**src/rtl/regfile.sv**
```systemverilog
// 32 x 32-bit MIPS register file: two combinational read ports, one write port.
// Index 0 is hard-wired to zero; a same-cycle write is bypassed to matching reads.
module regfile #(
  parameter int REG_NUM = 32,
  parameter int DATA_W  = 32,
  parameter int ADDR_W  = 5
) (
  input  logic              clk,
  input  logic              rst,
  input  logic              we,
  input  logic [ADDR_W-1:0] waddr,
  input  logic [DATA_W-1:0] wdata,
  input  logic              re1,
  input  logic [ADDR_W-1:0] raddr1,
  output logic [DATA_W-1:0] rdata1,
  input  logic              re2,
  input  logic [ADDR_W-1:0] raddr2,
  output logic [DATA_W-1:0] rdata2
);

  logic [DATA_W-1:0] regs_r [REG_NUM];
  logic              wr_en_s;

  assign wr_en_s = we && (waddr != {ADDR_W{1'b0}});

  // Register array: async clear, index 0 never written.
  always_ff @(posedge clk or posedge rst) begin
    if (rst) begin
      for (int i = 0; i < REG_NUM; i++) begin
        regs_r[i] <= {DATA_W{1'b0}};
      end
    end else if (wr_en_s) begin
      regs_r[waddr] <= wdata;
    end
  end

  // Read port 1: reset, $0, bypass, array, disabled -- in that priority.
  always_comb begin
    rdata1 = {DATA_W{1'b0}};
    if (rst) begin
      rdata1 = {DATA_W{1'b0}};
    end else if (raddr1 == {ADDR_W{1'b0}}) begin
      rdata1 = {DATA_W{1'b0}};
    end else if (re1 && we && (raddr1 == waddr)) begin
      rdata1 = wdata;
    end else if (re1) begin
      rdata1 = regs_r[raddr1];
    end else begin
      rdata1 = {DATA_W{1'b0}};
    end
  end

  // Read port 2: same priority as port 1.
  always_comb begin
    rdata2 = {DATA_W{1'b0}};
    if (rst) begin
      rdata2 = {DATA_W{1'b0}};
    end else if (raddr2 == {ADDR_W{1'b0}}) begin
      rdata2 = {DATA_W{1'b0}};
    end else if (re2 && we && (raddr2 == waddr)) begin
      rdata2 = wdata;
    end else if (re2) begin
      rdata2 = regs_r[raddr2];
    end else begin
      rdata2 = {DATA_W{1'b0}};
    end
  end

endmodule

```
**config.mk**
```make
export PLATFORM = sky130hd
export DESIGN_NAME = regfile
export DESIGN_NICKNAME = d
export VERILOG_FILES = /design/src/rtl/regfile.sv
export SDC_FILE = /design/constraint.sdc
export NUM_CORES = 2
export LEC_CHECK = 0
export BUFFER_PORTS_ARGS = -buffer_cell sky130_fd_sc_hd__buf_2
export CAP_MARGIN = 20
export CORE_ASPECT_RATIO = 0.6
export CORE_MARGIN = 5
export CORE_UTILIZATION = 50
export CTS_BUF_LIST = sky130_fd_sc_hd__clkbuf_4
export CTS_CLUSTER_SIZE = 20
export DETAILED_ROUTE_END_ITERATION = 10
export GPL_TIMING_DRIVEN = 0
export PLACE_DENSITY = 0.66
export SYNTH_ARGS = -nofsm -noshare
export SYNTH_HDL_FRONTEND = slang
export SYNTH_SLANG_ARGS = --single-unit
```
**constraint.sdc**
```tcl
create_clock -name clk -period 55.9 [get_ports clk]
set_input_delay 5.59 -clock clk [delete_from_list [all_inputs] [get_ports clk]]
set_output_delay 5.59 -clock clk [all_outputs]
set_load 0.01 [all_outputs]
```
==> results_dict.tcl <==
set metrics [dict create \
    grt_first_pass_wirelength_mm 298.7 \
    rsz0062_at_grt "false" \
    cts-htree-levels 5 \
    pre_cts_ws_ns 40.68 \
    drc 0 \
    syn_area_sq_mm 0.05428 \
    finClkSkew_ns 0 \
    worstPathRequired_ns 50.31 \
    wl_per_cell_um 37.79 \
    place_hpwl_mm 153.9 \
    die_w_um 435.4 \
    r2r_start "regs_r[963]" \
    top_register "regs_r" \
    reg.largest.list "regs_r x1024" \
    syn_inst 3658 \
    ir_worst_vdd_v 0.00002091 \
    vias_per_cell 7.136 \
    routabilityCongestion 1.053 \
    cts_root_buf "clkbuf_4" \
    nFillCells 8873 \
    combPwrFrac_pct 22.3 \
    crit_path_start_kind "input port" \
    area_growth_pct 11.85 \
    fin_crit_ns 15.78 \
    pwr-share-clk_pct 30.5 \
    cap_violations 0 \
    synth_edf_count 0 \
    whs_path_depth 1 \
    syn_nets 3710 \
    path_clk_slew_ns 0.06 \
    hp-start "regs_r[1008]" \
    synth-xor-area-share_pct 0.1613 \
    largest_register_ffs 1024 \
    syn_area_per_cell_sq_um 14.84 \
    ys_warn_count 0 \
    swShare_pct 30.93 \
    p_leak_nw 26.51 \
    multi_input_area_sq_mm 0.02683 \
    synth_adder_area_share_pct 0 \
    intPower_mw 1.446 \
    antenna_found_initial 22 \
    tightest_slew_ns 1.332 \
    drive_above_1_share_pct 49.64 \
    hold_slack_ns 0.4758 \
    cts_resized 0 \
    seqPwrFrac_pct 47.2 \
    num_vias 40560 \
    ys_async_sr_fraction_pct 100.0 \
    layout_common_cells "dfrtp_1, mux2_2, mux4_2" \
    first_pass_iters 8 \
    status "complete, no violations" \
    fp.dieH_um 265.2 \
    synth_compound_area_share_pct 5.285 \
    power.density_mw_per_mm2 34.49 \
    clk_latency_ns 1.23 \
    grt_max_degree 134 \
    nets 4153 \
    tns_ns 0 \
    end_kind "output pin" \
    cp.arrival_ns 10.19 \
    r2r-end "regs_r[963]" \
    cts_setup_buffers 0 \
    setup_viol 0 \
    mostFrequentLayoutCell "dfrtp_1" \
    port_buffers 102 \
    cp_max_fo 10 \
    synth_cell_types 39 \
    ant_nets 0 \
    rows 93 \
    clock_path_buffers 4 \
    hold_path_end "regs_r[1008]" \
    final_util_pct 56.47 \
    initial_core_util_pct 50.49 \
    cts_buffers 274 \
    path_class "input port to output pin" \
    slew_headroom_pct 11.23 \
    min_path_type "flip-flop to flip-flop" \
    synth-seq-cells 1024 \
    p_sw_uw 647.6 \
    cts_tree "yes" \
    yosys.area_share.simple_pct 1.805 \
    die-area_sq_mm 0.1155 \
    ios 116 \
    core_area_sq_mm 0.1075 \
    grt_pass1_vias 39420 \
    postCtsHoldBufs 0 \
    drtIter0Drc 6283 \
    fmax_mhz 63.37 \
    r2r_setup_slack_ns 55.07 \
    hold_viol 0 \
    drv_slew 0 \
    r2r_cells 1 \
    synth_flop_cell "dfrtp_1" \
    clkSinkCount 1024 \
    overflow 0 \
    period_share_pct 28.23 \
    synth_top_family_by_area "multiplexers" \
    synthMuxAreaShare_pct 42.18 \
    regArea_sq_mm 0.02562 \
    grt_util_all_layers_pct 36.86 \
    finalWirelength_mm 214.8 \
    seq_area_frac_synth_pct 47.20 \
    setup_slack_ns 40.12 \
]
==> power groups by stage <==
stage               sequential (mW)  clock, mW  combinational, mW
finish                        0.988      0.640              0.467
CTS                           0.981      0.639              0.456
global placement              0.990          0              0.439
global route                   1.00      0.681              0.489
floorplan                     0.962          0              0.339
detailed placement            0.994          0              0.455
==> kinds of logic (layout without fill, tap and decap cells) <==
family                    Yosys count  in the layout
other                               0             12
buffers and inverters             438           1027
xor gates and xnor gates           10             10
muxes                            1601           1601
AOI/OAI and AO/OA                 388            388
and+or+nand+nor                   197            197
DFF                              1024           1024
==> worst max-delay path: stages <==
cell and delay, ns:
buf_2 0.27, clkbuf_1 0.81, clkinv_1 0.94, nand2_1 0.49, clkbuf_1 0.91, o22ai_1 0.23, nor2_1 0.35, a221o_1 0.37
buf_2 0.19
==> metrics by stage <==
stage / instance area [sq um] / std cells / total power [mW]
floorplan: 54280 / 3658 / 1.301
global placement: 56580 / 5185 / 1.429
detailed placement: 57340 / 5224 / 1.449
CTS: 60330 / 5646 / 2.076
global route: 60700 / 5677 / 2.173
finish: 60720 / 5684 / 2.094
==> layer usage <==
layer  GRT usage [%]  up-vias  wire length (um)
li1                -    15310                 -
met4           18.22       14             11880
met2           46.94     3341             82600
met5          0.8065        -               331
met3           19.34      651             35610
met1           51.07    21240             84400
==> worst max-delay path by stage <==
stage / start / endpoint / depth (start not counted)
2_1_floorplan: rst / rdata2[31] / 4
6_report: raddr1[3] / rdata1[24] / 9
4_1_cts: raddr1[3] / rdata1[10] / 9
3_5_place_dp: raddr1[3] / rdata1[10] / 9
3_3_place_gp: rst / rdata1[31] / 6
5_1_grt: raddr1[3] / rdata1[10] / 9
==> cell usage after synthesis (10+ instances only) <==
master / count / area share [%]
nor2_1: 69 / 0.48
xnor2_1: 10 / 0.16
mux2i_1: 159 / 2.9
nor2b_1: 34 / 0.39
a21oi_1: 34 / 0.31
o221ai_1: 62 / 1.0
mux4_2: 450 / 19
nor4_1: 12 / 0.14
buf_1: 56 / 0.39
a211oi_1: 67 / 0.93
mux2_2: 992 / 21
dfrtp_1: 1024 / 47
a221o_1: 52 / 0.96
a211o_1: 12 / 0.19
clkbuf_1: 265 / 1.8
o22ai_1: 155 / 1.8
nand2_1: 19 / 0.13
buf_2: 104 / 0.96
nor3_1: 34 / 0.31
==> area by class of cell <==
type,instances,area share (%)
flip-flops and latches,1024,42.20
multi-input cells,2196,44.19
plain buffers,435,3.000
clock buffers,367,4.538
clock inverters,55,0.3915
well taps,1425,2.936
repair buffers,167,2.658
inverters,3,0.03091
diodes,12,0.04946
Note: power is estimated with default switching activity, not from simulation.
